$ cat src/rtl/rv32_pkg.sv
// Shared RV32I definitions: machine width, default reset vector,
// PC sequencer state encoding and a small alignment helper.
package rv32_pkg;

    localparam int XLEN = 32;

    localparam logic [XLEN-1:0] DEFAULT_RESET_VECTOR = 32'h0100_0000;

    localparam logic [2:0] ST_IDLE  = 3'd0;
    localparam logic [2:0] ST_FETCH = 3'd1;
    localparam logic [2:0] ST_ISSUE = 3'd2;
    localparam logic [2:0] ST_HALT  = 3'd3;
    localparam logic [2:0] ST_ERROR = 3'd4;

    typedef enum logic [2:0] {
        IDLE  = ST_IDLE,
        FETCH = ST_FETCH,
        ISSUE = ST_ISSUE,
        HALT  = ST_HALT,
        ERROR = ST_ERROR
    } seq_state_t;

    // An RV32I instruction address must have its two low bits clear.
    function automatic logic is_word_aligned(input logic [XLEN-1:0] addr);
        return (addr[1:0] == 2'b00);
    endfunction

endpackage

$ cat src/rtl/pc_sequencer_if.sv
// Instruction-memory fetch handshake between the PC sequencer (master)
// and instruction memory (slave).
interface pc_sequencer_if;
    import rv32_pkg::*;

    logic            imem_req;
    logic [XLEN-1:0] imem_addr;
    logic            imem_ack;

    modport master (
        output imem_req,
        output imem_addr,
        input  imem_ack
    );

    modport slave (
        input  imem_req,
        input  imem_addr,
        output imem_ack
    );

endinterface

$ cat src/rtl/pc_sequencer_inc.sv
// Combinational PC incrementer: next sequential address, wrapping
// modulo 2^WIDTH so the top word rolls over to zero.
module pc_sequencer_inc
    import rv32_pkg::*;
#(
    parameter int WIDTH = XLEN
) (
    input  logic [WIDTH-1:0] pc,
    output logic [WIDTH-1:0] pc_plus4
);

    assign pc_plus4 = pc + WIDTH'(4);

endmodule

$ cat src/rtl/pc_sequencer.sv
// Program-counter sequencer: owns the PC, runs the fetch handshake with
// instruction memory and picks the next PC from sequential, redirect or hold.
// RESET_VECTOR is expected to be word-aligned.
module pc_sequencer #(
    parameter int                XLEN         = rv32_pkg::XLEN,
    parameter logic [XLEN-1:0]   RESET_VECTOR = rv32_pkg::DEFAULT_RESET_VECTOR
) (
    input  logic              clk,
    input  logic              rst_n,
    input  logic              stall,
    input  logic              redirect_valid,
    input  logic [XLEN-1:0]   redirect_target,
    input  logic              halt_req,
    pc_sequencer_if.master    imem,
    output logic              inst_valid,
    output logic [XLEN-1:0]   pc_out,
    output logic [XLEN-1:0]   pc_plus4,
    output logic              misalign_err,
    output logic              halted
);
    import rv32_pkg::*;

    seq_state_t      state;
    logic [XLEN-1:0] pc;
    logic [XLEN-1:0] pc_next_seq;
    logic            req;

    pc_sequencer_inc #(
        .WIDTH (XLEN)
    ) u_inc (
        .pc       (pc),
        .pc_plus4 (pc_next_seq)
    );

    assign pc_out         = pc;
    assign pc_plus4       = pc_next_seq;
    assign imem.imem_addr = pc;
    assign imem.imem_req  = req;

    // Sequencer FSM: all status outputs are registered alongside the state
    // so they change exactly on the edge that enters each state.
    always_ff @(posedge clk) begin
        if (!rst_n) begin
            state        <= IDLE;
            pc           <= RESET_VECTOR;
            req          <= 1'b0;
            inst_valid   <= 1'b0;
            misalign_err <= 1'b0;
            halted       <= 1'b0;
        end else begin
            case (state)
                IDLE: begin
                    state <= FETCH;
                    req   <= 1'b1;
                end

                FETCH: begin
                    if (imem.imem_ack) begin
                        state      <= ISSUE;
                        req        <= 1'b0;
                        inst_valid <= 1'b1;
                    end
                end

                ISSUE: begin
                    if (redirect_valid) begin
                        if (is_word_aligned(redirect_target)) begin
                            pc         <= redirect_target;
                            state      <= FETCH;
                            req        <= 1'b1;
                            inst_valid <= 1'b0;
                        end else begin
                            state        <= ERROR;
                            inst_valid   <= 1'b0;
                            misalign_err <= 1'b1;
                            halted       <= 1'b1;
                        end
                    end else if (halt_req) begin
                        state      <= HALT;
                        inst_valid <= 1'b0;
                        halted     <= 1'b1;
                    end else if (!stall) begin
                        pc         <= pc_next_seq;
                        state      <= FETCH;
                        req        <= 1'b1;
                        inst_valid <= 1'b0;
                    end
                end

                HALT: begin
                    req        <= 1'b0;
                    inst_valid <= 1'b0;
                    halted     <= 1'b1;
                end

                ERROR: begin
                    req          <= 1'b0;
                    inst_valid   <= 1'b0;
                    misalign_err <= 1'b1;
                    halted       <= 1'b1;
                end

                default: begin
                    state      <= IDLE;
                    req        <= 1'b0;
                    inst_valid <= 1'b0;
                end
            endcase
        end
    end

endmodule

$ cat src/flat_wrapper.sv
// flat-port wrapper written by rule: the top's interface ports become plain ports
module pc_sequencer_flat import rv32_pkg::*;
#(
    parameter int                XLEN         = rv32_pkg::XLEN,
    parameter logic [XLEN-1:0]   RESET_VECTOR = rv32_pkg::DEFAULT_RESET_VECTOR
)
  (clk, rst_n, stall, redirect_valid, redirect_target, halt_req, inst_valid, pc_out, pc_plus4, misalign_err, halted, imem_imem_req, imem_imem_addr, imem_imem_ack);
  pc_sequencer_if imem_i ();
  input  logic clk;
  input  logic rst_n;
  input  logic stall;
  input  logic redirect_valid;
  input  logic [XLEN-1:0] redirect_target;
  input  logic halt_req;
  output logic inst_valid;
  output logic [XLEN-1:0] pc_out;
  output logic [XLEN-1:0] pc_plus4;
  output logic misalign_err;
  output logic halted;
  output wire logic [$bits(imem_i.imem_req)-1:0] imem_imem_req;
  output wire logic [$bits(imem_i.imem_addr)-1:0] imem_imem_addr;
  input wire logic [$bits(imem_i.imem_ack)-1:0] imem_imem_ack;
  assign imem_imem_req = imem_i.imem_req;
  assign imem_imem_addr = imem_i.imem_addr;
  assign imem_i.imem_ack = imem_imem_ack;
  pc_sequencer #(.XLEN(XLEN), .RESET_VECTOR(RESET_VECTOR)) u_core (.clk(clk), .rst_n(rst_n), .stall(stall), .redirect_valid(redirect_valid), .redirect_target(redirect_target), .halt_req(halt_req), .imem(imem_i), .inst_valid(inst_valid), .pc_out(pc_out), .pc_plus4(pc_plus4), .misalign_err(misalign_err), .halted(halted));
endmodule
$ cat config.mk
export PLATFORM = sky130hd
export DESIGN_NAME = pc_sequencer_flat
export DESIGN_NICKNAME = d
export VERILOG_FILES = /design/src/rtl/rv32_pkg.sv /design/src/rtl/pc_sequencer_if.sv /design/src/rtl/pc_sequencer_inc.sv /design/src/rtl/pc_sequencer.sv /design/src/flat_wrapper.sv
export SDC_FILE = /design/constraint.sdc
export NUM_CORES = 1
export LEC_CHECK = 0
export ABC_AREA = 1
export BUFFER_PORTS_ARGS = -buffer_cell sky130_fd_sc_hd__clkbuf_2
export CORE_MARGIN = 5
export CORE_UTILIZATION = 25
export DETAILED_ROUTE_END_ITERATION = 8
export PLACE_DENSITY = 0.6
export SLEW_MARGIN = 30
export SYNTH_ARGS = -nofsm -noshare
export SYNTH_HDL_FRONTEND = slang
export SYNTH_SLANG_ARGS = --single-unit
$ cat constraint.sdc
create_clock -name clk -period 1.5 [get_ports clk]
set_input_delay 0.075 -clock clk [delete_from_list [all_inputs] [get_ports clk]]
set_output_delay 0.075 -clock clk [all_outputs]
set_load 0.01 [all_outputs]
-- After elaboration in Yosys (flattened, before gate mapping)
Cells that the tools add are included.
- output and inout bits: 100
- logic and storage cells: 63
- register bits after elaboration: 39
- input port bits: 38
- eq/ne operators: 16
- bitwise operators: 2
- $add $sub $neg: 1
- mux-type cells: 27
- reductions and logical operators: 11
- operator list (kind ; number):
    two-way mux 32 bit ; 4
    adder 32 x 3 -> 32 bit, second input constant ; 1
    two-way mux 3 bit ; 5
    two-way mux 1 bit ; 13
    inequality test 3 bit, second input constant ; 4
    one-hot mux 3 bit (4 select lines) ; 1
    AND reduction 3 bit ; 4
    inequality test 2 bit, second input constant ; 4
    AND reduction 4 bit ; 2
    equality test 3 x 2 -> 1 bit, second input constant ; 2
    one-hot mux 1 bit (3 select lines) ; 2
    inequality test 2 x 1 -> 1 bit, second input constant ; 2
    inequality test 4 bit, second input constant ; 1
    one-hot mux 1 bit (2 select lines) ; 2
    nonzero test 2 bit ; 2
    equality test 3 x 1 -> 1 bit, second input constant ; 1
    equality test 3 bit, second input constant ; 1
    logical NOT 3 bit ; 1
    inequality test 3 x 2 -> 1 bit, second input constant ; 1
    logical NOT 2 bit ; 1
    inverter 1 bit ; 2
    OR reduction 2 bit ; 1

-- Longest topological paths before layout
Gate-level depths: netlist of the first run.
- depth in word-level cells: 4
- depth in mapped cells: 10
- depth with buffers taken out: 10

-- Cells and area by module
A second synthesis of the first run with hierarchy kept.
- cells, all modules: 516
- area, all modules: 3059.2 um^2
- by module, submodules not included (module ; cells each ; times used ; area each (um^2) ; sequential area each (um^2)):
    pc_sequencer ; 344 ; 1 ; 2185.8 ; 780.7
    pc_sequencer_inc ; 172 ; 1 ; 873.3 ; 0.0

-- Worst setup path before layout of the first run
OpenSTA, ideal clock, no wires.
- path type: reg2reg
- from: reg u_core.pc[2] (netlist: u_core.imem.imem_addr[2])
- to: reg u_core.pc[12] (netlist: u_core.imem.imem_addr[12])
- setup time: 70 ps
- path slack: -144 ps
- arrival: 1574 ps
- period minus slack after synthesis: 1644 ps
- required time: 1430 ps
- buffers on the path: 0
- cell stages (with the launch flop): 9
- cells stage by stage: dfxtp_1 > ha_1 > inv_1 > nor2_4 > nand2_4 > nor2_4 > xor2_2 > nand2_1 > a21oi_1
- cells in the longest elaborated chain, start to end: 4
- RTL lines (item ; RTL line ; text):
    start, declared ; pc_sequencer.sv:24 ; logic [XLEN-1:0] pc;
    start signal, assigned ; pc_sequencer.sv:68 ; pc <= redirect_target;
    start signal, assigned ; pc_sequencer.sv:83 ; pc <= pc_next_seq;
    adder 32 x 3 -> 32 bit ; pc_sequencer_inc.sv:12 ; assign pc_plus4 = pc + WIDTH'(4);
    net pc_plus4[12] ; flat_wrapper.sv:17 ; output logic [XLEN-1:0] pc_plus4;
    two-way mux 32 bit ; pc_sequencer.sv:82 ; end else if (!stall) begin
    two-way mux 32 bit ; pc_sequencer.sv:78 ; end else if (halt_req) begin
    two-way mux 32 bit ; pc_sequencer.sv:66 ; if (redirect_valid) begin
The timed path passes the listed nets, and every way through them passes these cells. The select of a mux whose other input is x is not followed.
A chain may end at the register's enable or synchronous reset.

-- Worst setup path after layout of the first run
- from: reg u_core.pc[3] (netlist: u_core.imem.imem_addr[3])
- to: out pc_plus4[27]
- cells in the longest elaborated chain, start to end: 1
- RTL lines (item ; RTL line):
    adder 32 x 3 -> 32 bit ; pc_sequencer_inc.sv:12
    end, declared ; flat_wrapper.sv:17
No other way between the ends.

==> impl_results.rst, run 1 <==
.. list-table::
   :header-rows: 1

   * - Metric
     - Value
   * - Fraction of the mapped netlist area in adder cells
     - 0.416%
   * - Final HPWL from detailed placement
     - 8600 µm
   * - Drt first-iter violations
     - 158
   * - Via count
     - 3515
   * - Die extent in x
     - 120 µm
   * - Drt drc
     - 0
   * - Cell depth of the worst flop-to-flop path
     - 10
   * - Longest Clk Path Bufs
     - 2
   * - Final period demand of the worst path
     - 1.71 ns
   * - Crit path max fanout
     - 4
   * - FF-to-FF Start
     - u_core.imem.imem_addr[3]
   * - Initial antenna violation count
     - 0
   * - Overall die height
     - 120 µm
   * - Failing checks
     - setup timing
   * - Synth-to-layout area growth
     - 56.1%
   * - Synthesized-area fraction occupied by xor and xnor cells
     - 4.45%
   * - Fraction of the mapped netlist area in compound gates
     - 15.1%
   * - Number of search-and-repair iterations in the first detailed-routing pass
     - 4
   * - Post-synthesis register bit count
     - 39
   * - Fin Clk Skew
     - 0.00464 ns
   * - Count of endpoints failing hold in the final timing report
     - 0
   * - Simple-Gate Fraction of Synth Area
     - 38.5%
   * - Detailed-route wire length per cell
     - 14.8 µm
   * - Class of the tightest hold or removal check
     - input port to flop
   * - Result of the run
     - finished with violations
   * - Area share of the largest cell type after synthesis
     - 26.0%
   * - Relative max-transition margin
     - 70.5%
   * - Main combinational cell family by area after synthesis
     - simple AND/OR/NAND/NOR gates
   * - Number of vias per cell after detailed routing
     - 4.55
   * - Top achievable clock speed
     - 586 MHz
   * - Fraction of synthesized area in multiplexers
     - 0%
   * - Setup TNS
     - -3.11 ns
   * - Hold Crit Depth
     - 3
   * - Most frequent standard cell in the layout excluding fill and tap cells
     - sky130_fd_sc_hd__clkbuf_2
   * - Met1 layer wirelength in the final routing
     - 5000 µm
   * - Ratio of final minimum period to clock period
     - 114%
   * - # setup viols final
     - 25
   * - Overall track demand over capacity in global routing
     - 15.0%
   * - Worst Tran Pin Value
     - 0.442 ns
   * - Global-route wire length before repair
     - 17300 µm
   * - Power, Total
     - 4.72 mW
   * - Netlist area before placement
     - 0.00301 mm²
   * - Total overflow reported by the global router
     - 0
   * - Clock-pin slew of the registers on the worst-case setup and hold paths
     - 0.06 ns
   * - Clock tree root driver cell
     - sky130_fd_sc_hd__clkbuf_16
   * - Placed instance count
     - 756
   * - Setup repair after global routing missed its margin
     - yes
   * - Kind of end point of the critical path
     - output pin
   * - CTS tree
     - built
   * - Starting utilization of the core area
     - 25.2%
   * - Post-Route Hold Slack
     - 0.0601 ns
   * - Number of placement rows
     - 40
   * - Endpoint of the lowest-slack register-to-register path
     - u_core.imem.imem_addr[9]
   * - Number of antenna repair diodes
     - 0
   * - Length of routed met3 wiring
     - 688 µm
   * - Core Region
     - 0.0119 mm²
   * - Post-synthesis cell count
     - 475
   * - Number of CTS-inserted buffers
     - 5
   * - Share of final-layout standard cells stronger than drive strength 1
     - 53.5%
   * - Static leakage power
     - 2.27 nW
   * - Routed wire length
     - 11500 µm
   * - Number of max-cap violations
     - 0
   * - Number of distinct library cells after synthesis
     - 30
   * - Latest clock arrival within the worst-skew pair
     - 0.29 ns
   * - Depth of the CTS H-tree
     - 2
   * - Area of the die
     - 0.0143 mm²
   * - Number of global-route vias before repair
     - 3345
   * - Highest-count cells in the layout ignoring fill and taps
     - 120 x sky130_fd_sc_hd__clkbuf_2, 103 x sky130_fd_sc_hd__nand2_1, 49 x sky130_fd_sc_hd__buf_4, 48 x sky130_fd_sc_hd__a21oi_1, 28 x sky130_fd_sc_hd__nor2_1
   * - Worst Hold End
     - u_core.inst_valid
   * - Maximum number of pins on one net before global-route repair
     - 29
   * - Slack of the worst reg-to-reg path
     - 0.04 ns
   * - Minimum setup slack in the final design
     - -0.206 ns
   * - Syn_area_per_cell
     - 6.33 µm²
   * - Start-to-end type of the worst setup path
     - flop to output pin
   * - Required @ worst endpoint
     - 1.42 ns
   * - Worst EP arrival
     - 1.63 ns
   * - Worst Hold Launch
     - imem_imem_ack
   * - Detailed route wirelength on metal2
     - 5590 µm
   * - Routability cong.
     - 0.905
   * - Setup crit start kind
     - flop
   * - Antenna-violating nets left
     - 0
   * - Library cell with the largest summed area after synthesis
     - sky130_fd_sc_hd__dfxtp_1
   * - Max Used Layer
     - met4
   * - Final Max Slew Viols
     - 0
   * - PortBufs
     - 137
   * - Final net count
     - 664
   * - Number of sinks on the clock net
     - 39
   * - Core utilization of the finished layout
     - 39.4%
   * - Synthesis Warnings
     - 0
   * - Sequential fraction of the synthesis area
     - 26.0%
   * - Maximum VDD drop
     - 0.510 mV
   * - Syn_nets
     - 514
   * - Final std cells w/o fill
     - 773
   * - Power density cells
     - 1010 mW/mm²
   * - Dominant cells by area after synthesis
     - sky130_fd_sc_hd__dfxtp_1 26%, sky130_fd_sc_hd__nand2_1 17%, sky130_fd_sc_hd__buf_4 9.7%, sky130_fd_sc_hd__a21oi_1 8.3%, sky130_fd_sc_hd__nor2_1 7.0%
   * - Number of top-level design ports
     - 138
## worst max-delay path, stage by stage, from the launching register on
cell	delay [ns]
sky130_fd_sc_hd__dfxtp_4	0.36
sky130_fd_sc_hd__buf_4	0.12
sky130_fd_sc_hd__nand2_4	0.06
sky130_fd_sc_hd__nor2_4	0.17
sky130_fd_sc_hd__nand2_4	0.12
sky130_fd_sc_hd__nor2_4	0.16
sky130_fd_sc_hd__nand3_1	0.10
sky130_fd_sc_hd__nand2_1	0.11
sky130_fd_sc_hd__clkbuf_2	0.14
## metrics by stage
stage	worst slack [ns]	area, µm²
floorplan	0.0359	3010
global placement	0.0369	3920
detailed placement	0.0285	3920
CTS	-0.182	4310
global route	-0.265	4690
finish	-0.206	4690
## synthesized netlist by cell type
cell type                    n
sky130_fd_sc_hd__nand2_1   134
sky130_fd_sc_hd__or2_1       1
sky130_fd_sc_hd__inv_1      29
sky130_fd_sc_hd__dfxtp_1    39
sky130_fd_sc_hd__o21ai_0    15
sky130_fd_sc_hd__clkbuf_1    6
sky130_fd_sc_hd__nand2_2     5
sky130_fd_sc_hd__nor2_1     56
sky130_fd_sc_hd__o21ai_1    13
sky130_fd_sc_hd__nor2_2      6
sky130_fd_sc_hd__buf_6       1
sky130_fd_sc_hd__xnor2_1     2
sky130_fd_sc_hd__ha_1        1
sky130_fd_sc_hd__o211a_1     4
sky130_fd_sc_hd__nand2_4     3
sky130_fd_sc_hd__buf_2       5
sky130_fd_sc_hd__nor3_1      3
sky130_fd_sc_hd__a21oi_1    50
sky130_fd_sc_hd__nand3b_1    2
sky130_fd_sc_hd__and2_1      4
sky130_fd_sc_hd__nand3_1    32
sky130_fd_sc_hd__a21boi_0    1
sky130_fd_sc_hd__xor2_1      4
sky130_fd_sc_hd__o21bai_1    2
sky130_fd_sc_hd__xnor2_2     1
sky130_fd_sc_hd__nor2_4      9
sky130_fd_sc_hd__nand3_2     2
sky130_fd_sc_hd__buf_4      39
sky130_fd_sc_hd__xor2_2      4
sky130_fd_sc_hd__inv_2       2
## sequential cells by signal, summed over array words and instances (netlist names)
register,flops
u_core.halted,1
u_core.inst_valid,1
u_core.imem.imem_req,1
u_core.misalign_err,1
u_core.state,3
u_core.imem.imem_addr,32
## worst max-delay path by stage
stage | from | to | cells past startpoint
after floorplan | u_core.imem.imem_addr[3] | u_core.imem.imem_addr[12] | 8
after global placement | u_core.imem.imem_addr[5] | pc_plus4[21] | 6
after detailed placement | u_core.imem.imem_addr[2] | pc_plus4[20] | 8
after CTS | u_core.imem.imem_addr[2] | pc_plus4[8] | 6
after global routing | u_core.imem.imem_addr[3] | pc_plus4[20] | 9
final | u_core.imem.imem_addr[3] | pc_plus4[27] | 8
## routing by layer
metal  track usage [%]  vias to the layer above
li1                  -                     1787
met1              19.4                     1594
met2              26.3                      121
met3              3.02                       13
met4              2.36                        0
met5                 0                        -
## power breakdown
group / leakage [nW] / switching (mW) / internal [mW] / total [mW]
Clock: 0.0772 / 0.440 / 0.709 / 1.15
Sequential: 0.333 / 0.201 / 1.26 / 1.46
Combinational: 1.86 / 1.16 / 0.946 / 2.11
Total: 2.27 / 1.81 / 2.91 / 4.72
## area by class of cell
cell class,count,area (µm²)
Clock buffer,8,156
Fill cell,1255,7220
Inverter,31,124
Multi-Input combinational cell,354,2150
Sequential cell,39,848
Tap cell,147,184
Timing Repair Buffer,194,1230
## logic make-up after synthesis
family / Yosys count
and+or+nand+nor: 257
AOI/OAI and AO/OA: 85
buffers and inverters: 82
DFF: 39
xor gates and xnor gates: 11
adders and majority gates: 1
## what timing repair did
| item | CTS | global route |
|---|---|---|
| endpoints found under the setup margin | 26 | 42 |
| pin swaps | 23 | 35 |
| buffers inserted | 5 | 6 |
| gates cloned | 0 | 1 |
| resized for setup | 74 | 106 |
| hold buffers | 0 | 0 |
Power figures use the tool's default switching activity.
==> run 2, diff against run 1 <==
Settings changed: PLACE_DENSITY 0.6 to 0.49, SKIP_CTS_REPAIR_TIMING set to 1.
==> impl_results.rst, run 2 (same netlist as run 1, synthesis figures left out) <==
.. list-table::
   :header-rows: 1

   * - Metric
     - Value
   * - Result of the run
     - finished with violations
   * - Failing checks
     - setup timing
   * - Setup crit start kind
     - flop
   * - Number of CTS-inserted buffers
     - 5
   * - Worst EP arrival
     - 1.62 ns
   * - Maximum number of pins on one net before global-route repair
     - 27
   * - Setup repair after global routing missed its margin
     - yes
   * - Kind of end point of the critical path
     - output pin
   * - Worst Tran Pin Value
     - 0.448 ns
   * - Number of vias per cell after detailed routing
     - 4.50
   * - Longest Clk Path Bufs
     - 2
   * - Power density cells
     - 1000 mW/mm²
   * - Number of global-route vias before repair
     - 3222
   * - Fin Clk Skew
     - 0.00452 ns
   * - Share of final-layout standard cells stronger than drive strength 1
     - 53.2%
   * - Number of top-level design ports
     - 138
   * - Ratio of final minimum period to clock period
     - 113%
   * - Routed wire length
     - 11300 µm
   * - Relative max-transition margin
     - 70.1%
   * - Routability cong.
     - 0.861
   * - Static leakage power
     - 2.24 nW
   * - Met2 global-route usage
     - 25.6%
   * - Maximum VDD drop
     - 0.715 mV
   * - Area of the die
     - 0.0143 mm²
   * - Global route hottest layer
     - met2
   * - Start-to-end type of the worst setup path
     - flop to output pin
   * - Final HPWL from detailed placement
     - 8990 µm
   * - Cell depth of the worst flop-to-flop path
     - 9
   * - Number of fill cells in the layout
     - 1296
   * - Via count
     - 3512
   * - Global-route wire length before repair
     - 16400 µm
   * - Core Region
     - 0.0119 mm²
   * - Final Max Slew Viols
     - 0
   * - Timing endpoint of the critical path
     - pc_plus4[6]
   * - Minimum setup slack in the final design
     - -0.195 ns
   * - CP max stage delay
     - 0.37 ns
   * - Latest clock arrival within the worst-skew pair
     - 0.28 ns
   * - Drt first-iter violations
     - 74
   * - CTS tree
     - built
   * - Synth-to-layout area growth
     - 57.0%
   * - Starting utilization of the core area
     - 25.2%
   * - Initial antenna violation count
     - 0
   * - Placed instance count
     - 754
   * - Final net count
     - 672
   * - Overall track demand over capacity in global routing
     - 14.4%
   * - # setup viols final
     - 26
   * - Worst-path cell with the longest stage delay
     - sky130_fd_sc_hd__dfxtp_4
   * - Endpoint of the lowest-slack register-to-register path
     - u_core.imem.imem_addr[8]
   * - Highest-count cells in the layout ignoring fill and taps
     - 123 x sky130_fd_sc_hd__clkbuf_2, 109 x sky130_fd_sc_hd__nand2_1, 59 x sky130_fd_sc_hd__buf_4, 47 x sky130_fd_sc_hd__a21oi_1, 32 x sky130_fd_sc_hd__nor2_1
   * - Number of placement rows
     - 40
   * - Class of the tightest hold or removal check
     - input port to flop
   * - Critical path depth
     - 7
   * - Count of endpoints failing hold in the final timing report
     - 0
   * - Clock tree root driver cell
     - sky130_fd_sc_hd__clkbuf_16
   * - Most common cell on crit path
     - sky130_fd_sc_hd__buf_4
   * - Non-Filler Cell Area, Final
     - 0.00472 mm²
   * - Depth of the CTS H-tree
     - 2
   * - Number of sinks on the clock net
     - 39
   * - Number of max-cap violations
     - 0
   * - Worst path top cell family by delay
     - buffers and inverters
   * - Total overflow reported by the global router
     - 0
   * - Overall die height
     - 120 µm
   * - Power, Total
     - 4.72 mW
   * - Number of search-and-repair iterations in the first detailed-routing pass
     - 4
   * - Number of antenna repair diodes
     - 0
   * - Slack of the worst reg-to-reg path
     - -0.03 ns
   * - Die extent in x
     - 120 µm
   * - Launch point of the worst path
     - u_core.imem.imem_addr[3]
   * - Crit path max fanout
     - 3
   * - Most frequent standard cell in the layout excluding fill and tap cells
     - sky130_fd_sc_hd__clkbuf_2
   * - Final std cells w/o fill
     - 781
   * - Clock-pin slew of the registers on the worst-case setup and hold paths
     - 0.06 ns
   * - FF-to-FF Start
     - u_core.imem.imem_addr[3]
   * - Routing usage on met3
     - 3.53%
   * - Final period demand of the worst path
     - 1.70 ns
   * - Cell chain of the critical path
     - ha_4, buf_4, nand3_4, buf_12, buf_4, xnor2_2, buf_2
   * - Antenna-violating nets left
     - 0
   * - Met1 track utilization from global routing
     - 17.6%
   * - Top achievable clock speed
     - 590 MHz
   * - PortBufs
     - 137
   * - Placement-stage cell area
     - 0.00390 mm²
   * - Drt drc
     - 0
   * - Flip-flop count of the largest register after layout
     - 32
   * - Number of buffers and inverters on the critical path
     - 4
   * - Core utilization of the finished layout
     - 39.6%
   * - Required @ worst endpoint
     - 1.42 ns
   * - Setup TNS
     - -2.72 ns
   * - Detailed-route wire length per cell
     - 14.5 µm
[run 2: layout make-up]
cell class,instances,area (µm²),share of cell area (%)
sequential,39,841,17.8
clock inverter,1,5.00,0.106
tap,147,184,3.90
timing repair buffer,202,1260,26.8
inverter,31,121,2.57
multi-input combinational,354,2140,45.3
clock buffer,7,164,3.47
[run 2: worst reg2reg max path, delay by kind of cell (launching register included)]
family	cells	cell delay, ns
compound gates	1	0.12
xor+xnor	1	0.17
buf+inv	3	0.37
fa+ha+maj	1	0.16
simple gates	3	0.28
flops	1	0.37
[run 2: how the worst min path moves through the flow]
stage                              from                       end  slack (ns)  cells after the start
after floorplan           imem_imem_ack         u_core.inst_valid        0.24                      2
after global routing              rst_n  u_core.imem.imem_addr[1]        0.06                      3
final                             rst_n  u_core.imem.imem_addr[1]        0.04                      3
after global placement            rst_n  u_core.imem.imem_addr[0]        0.34                      3
after detailed placement          rst_n  u_core.imem.imem_addr[1]        0.34                      3
after CTS                         rst_n  u_core.imem.imem_addr[1]        0.05                      3
[run 2: per-stage QoR]
| stage | hold slack (ns) | setup slack (ns) |
|---|---|---|
| 3_5_place_dp | 0.342 | -0.0480 |
| 3_3_place_gp | 0.339 | -0.0574 |
| 4_1_cts | 0.0461 | -0.314 |
| 6_report | 0.0425 | -0.195 |
| 5_1_grt | 0.0578 | -0.300 |
| 2_1_floorplan | 0.239 | 0.0359 |
[run 2: where the power goes]
part	internal [mW]	switching, mW
combinational	0.924	1.14
clock	0.761	0.456
sequential	1.26	0.185
total	2.94	1.78
[run 2: metal layers]
layer	part of all wire, %	wire length, µm	vias to the layer above
met5	0	0	-
met1	43	4820	1606
met4	1.1	127	0
met3	6.1	688	8
met2	50	5690	100
li1	-	-	1798
==> run 3, diff against run 2 <==
Settings changed: ABC_AREA 1 to unset.
==> impl_results.rst, run 3 <==
.. list-table::
   :header-rows: 1

   * - Metric
     - Value
   * - Final HPWL from detailed placement
     - 9310 µm
   * - Ratio of final minimum period to clock period
     - 137%
   * - Launch point of the worst path
     - u_core.imem.imem_addr[13]
   * - CTS tree
     - built
   * - Number of global-route vias before repair
     - 3506
   * - Setup repair after global routing missed its margin
     - yes
   * - Number of fill cells in the layout
     - 1179
   * - Number of vias per cell after detailed routing
     - 4.91
   * - Number of distinct library cells after synthesis
     - 52
   * - Die extent in x
     - 120 µm
   * - Relative max-transition margin
     - 66.8%
   * - Count of endpoints failing hold in the final timing report
     - 0
   * - Maximum number of pins on one net before global-route repair
     - 42
   * - Drt first-iter violations
     - 190
   * - Setup TNS
     - -12.74 ns
   * - Result of the run
     - finished with violations
   * - Start-to-end type of the worst setup path
     - flop to output pin
   * - Core Region
     - 0.0119 mm²
   * - Number of sinks on the clock net
     - 39
   * - Syn_nets
     - 440
   * - Primary FF master, synth
     - sky130_fd_sc_hd__dfxtp_1
   * - Switching share of power
     - 29.4%
   * - Drt drc
     - 0
   * - Post-synthesis cell count
     - 401
   * - Routing usage on met3
     - 2.69%
   * - Core utilization of the finished layout
     - 46.8%
   * - PortBufs
     - 137
   * - Routed wire length
     - 12800 µm
   * - Antenna-violating nets left
     - 0
   * - Setup crit start kind
     - flop
   * - Number of max-cap violations
     - 0
   * - Number of synthesized flops with an enable pin
     - 0
   * - Share of final-layout standard cells stronger than drive strength 1
     - 64.3%
   * - Clk network pwr share
     - 37.3%
   * - Failing checks
     - setup timing
   * - Placement-stage cell area
     - 0.00443 mm²
   * - Critical path depth
     - 6
   * - Total overflow reported by the global router
     - 0
   * - Crit path max fanout
     - 4
   * - Kind of end point of the critical path
     - output pin
   * - Number of placement rows
     - 40
   * - Area of the die
     - 0.0143 mm²
   * - # setup viols final
     - 49
   * - Depth of the CTS H-tree
     - 2
   * - Class of the tightest hold or removal check
     - input port to flop
   * - Clock-pin slew of the registers on the worst-case setup and hold paths
     - 0.06 ns
   * - Area share of the largest cell type after synthesis
     - 26.0%
   * - Most common cell in the synthesized netlist
     - sky130_fd_sc_hd__dfxtp_1
   * - Static leakage power
     - 2.80 nW
   * - Overall track demand over capacity in global routing
     - 15.6%
   * - Sequential fraction of the synthesis area
     - 26.0%
   * - Synthesis Warnings
     - 0
   * - Met1 track utilization from global routing
     - 20.8%
   * - Overall die height
     - 120 µm
   * - Longest Clk Path Bufs
     - 2
   * - Cell chain of the critical path
     - nand4_4, or4_4, buf_6, nor4_4, xnor2_2, buf_2
   * - Power density cells
     - 588 mW/mm²
   * - Fraction of synthesis flops using an asynchronous set or reset pin
     - 0%
   * - Combinational share of power
     - 27.6%
   * - Global-route wire length before repair
     - 18400 µm
   * - Cell depth of the worst flop-to-flop path
     - 7
   * - Initial antenna violation count
     - 0
   * - Dominant cells by area after synthesis
     - sky130_fd_sc_hd__dfxtp_1 26%, sky130_fd_sc_hd__buf_4 8.5%, sky130_fd_sc_hd__nand3_1 4.7%, sky130_fd_sc_hd__xnor2_1 4.7%, sky130_fd_sc_hd__nand2_1 4.4%
   * - Worst Hold Launch
     - redirect_target[26]
   * - Non-Filler Cell Area, Final
     - 0.00557 mm²
   * - Syn_area_per_cell
     - 7.50 µm²
   * - Routability cong.
     - 0.828
   * - Net Sw Power
     - 963 µW
   * - CP max stage delay
     - 0.56 ns
   * - Worst Tran Pin Value
     - 0.498 ns
   * - Highest-count cells in the layout ignoring fill and taps
     - 111 x sky130_fd_sc_hd__clkbuf_2, 98 x sky130_fd_sc_hd__buf_4, 27 x sky130_fd_sc_hd__nand2_1, 26 x sky130_fd_sc_hd__buf_6, 25 x sky130_fd_sc_hd__buf_2
   * - Top achievable clock speed
     - 487 MHz
   * - Hold Crit Depth
     - 3
   * - Fin Clk Skew
     - 0.00555 ns
   * - Final net count
     - 654
   * - Most frequent standard cell in the layout excluding fill and tap cells
     - sky130_fd_sc_hd__clkbuf_2
   * - Netlist area before placement
     - 0.00301 mm²
   * - Global route hottest layer
     - met2
   * - Worst-path cell with the longest stage delay
     - sky130_fd_sc_hd__or4_4
   * - Detailed-route wire length per cell
     - 16.8 µm
   * - Post-synthesis register bit count
     - 39
   * - Number of top-level design ports
     - 138
   * - Minimum setup slack in the final design
     - -0.555 ns
   * - Post-Route Hold Slack
     - 0.0700 ns
   * - Worst path top cell family by delay
     - simple AND/OR/NAND/NOR gates
   * - Required @ worst endpoint
     - 1.42 ns
   * - Number of antenna repair diodes
     - 0
   * - Flip-flop count of the largest register after layout
     - 32
   * - Internal power component
     - 2.31 mW
   * - Library cell with the largest summed area after synthesis
     - sky130_fd_sc_hd__dfxtp_1
   * - Number of buffers and inverters on the critical path
     - 2
   * - Clock tree root driver cell
     - sky130_fd_sc_hd__clkbuf_16
   * - Top cells by count, synth
     - 39 x sky130_fd_sc_hd__dfxtp_1, 35 x sky130_fd_sc_hd__nand2_1, 34 x sky130_fd_sc_hd__buf_4
   * - Final period demand of the worst path
     - 2.06 ns
   * - Met2 global-route usage
     - 27.3%
   * - Number of CTS-inserted buffers
     - 5
   * - Sequential power share
     - 35.1%
   * - Number of search-and-repair iterations in the first detailed-routing pass
     - 4
   * - Maximum VDD drop
     - 0.476 mV
   * - Via count
     - 3744
   * - Synth-to-layout area growth
     - 85.2%
   * - Final Max Slew Viols
     - 0
   * - Starting utilization of the core area
     - 25.2%
   * - Worst EP arrival
     - 1.98 ns
   * - Latest clock arrival within the worst-skew pair
     - 0.28 ns
   * - FF-to-FF Start
     - u_core.imem.imem_addr[13]
-- run 3: cell types whose count changed after synthesis, sizes merged, moves of 9 or more --
cell	before	now
nand2	142	35
nor2	71	27
a21oi	50	17
inv	31	8
clkbuf	6	26
and3	0	15
nor3	3	17
nor4	0	13
xnor2	3	16
buf	45	36
nand4	0	9
-- run 3: tightest hold or removal path, delay by kind of cell --
kind,cells,cell delay (ns)
AO/OA/AOI/OAI,1,0.08
AND/OR/NAND/NOR,1,0.07
buffers and inverters,1,0.08
-- run 3: cell families (layout without fill, tap and decap cells) --
group           Yosys count  after routing  share of synthesized area (%)
compound gates           89             89                           19.9
xor+xnor                 28             28                           8.16
fa+ha+maj                 1              1                          0.416
buf+inv                  70            284                           13.1
flops                    39             39                           26.0
mux                       7              7                           2.33
simple gates            167            168                           30.2
-- run 3: final timing paths --
check / endpoint / slack [ns]
worst max-delay path: pc_plus4[25] / -0.56
worst min-delay path: u_core.imem.imem_addr[26] / 0.07
worst max register to register: u_core.imem.imem_addr[30] / -0.34
worst min register to register: u_core.halted / 0.47
-- run 3: through the flow --
| stage | total power [mW] | instances | worst slack, ns |
|---|---|---|---|
| finish | 3.27 | 763 | -0.555 |
| global route | 3.43 | 763 | -0.630 |
| CTS | 3.17 | 732 | -0.607 |
| detailed placement | 1.94 | 724 | -0.335 |
| global placement | 1.93 | 724 | -0.281 |
| floorplan | 1.63 | 401 | -0.331 |
-- run 3: power groups by stage --
| stage | combinational [mW] | clock, mW | sequential [mW] |
|---|---|---|---|
| 3_3_place_gp | 0.760 | 0 | 1.17 |
| 4_1_cts | 0.772 | 1.24 | 1.15 |
| 3_5_place_dp | 0.769 | 0 | 1.17 |
| 5_1_grt | 0.982 | 1.29 | 1.16 |
| 2_1_floorplan | 0.425 | 0 | 1.21 |
| 6_report | 0.905 | 1.22 | 1.15 |
-- run 3: layout make-up --
class                      instances  area (µm²)  share of cell area, %
clock buffer                       6         129                   2.31
clock inverter                     2        37.5                  0.674
inverter                           8        30.0                  0.539
multi-input combinational        293        2490                   44.7
sequential                        39         825                   14.8
tap                              147         184                   3.30
timing repair buffer             268        1870                   33.7
-- run 3: routing by layer --
layer / vias to the layer above / wire [µm] / part of all wire [%]
met5: - / 0 / 0
met4: 0 / 97 / 0.76
met3: 10 / 532 / 4.2
met2: 102 / 6400 / 50
met1: 1786 / 5760 / 45
li1: 1846 / - / -
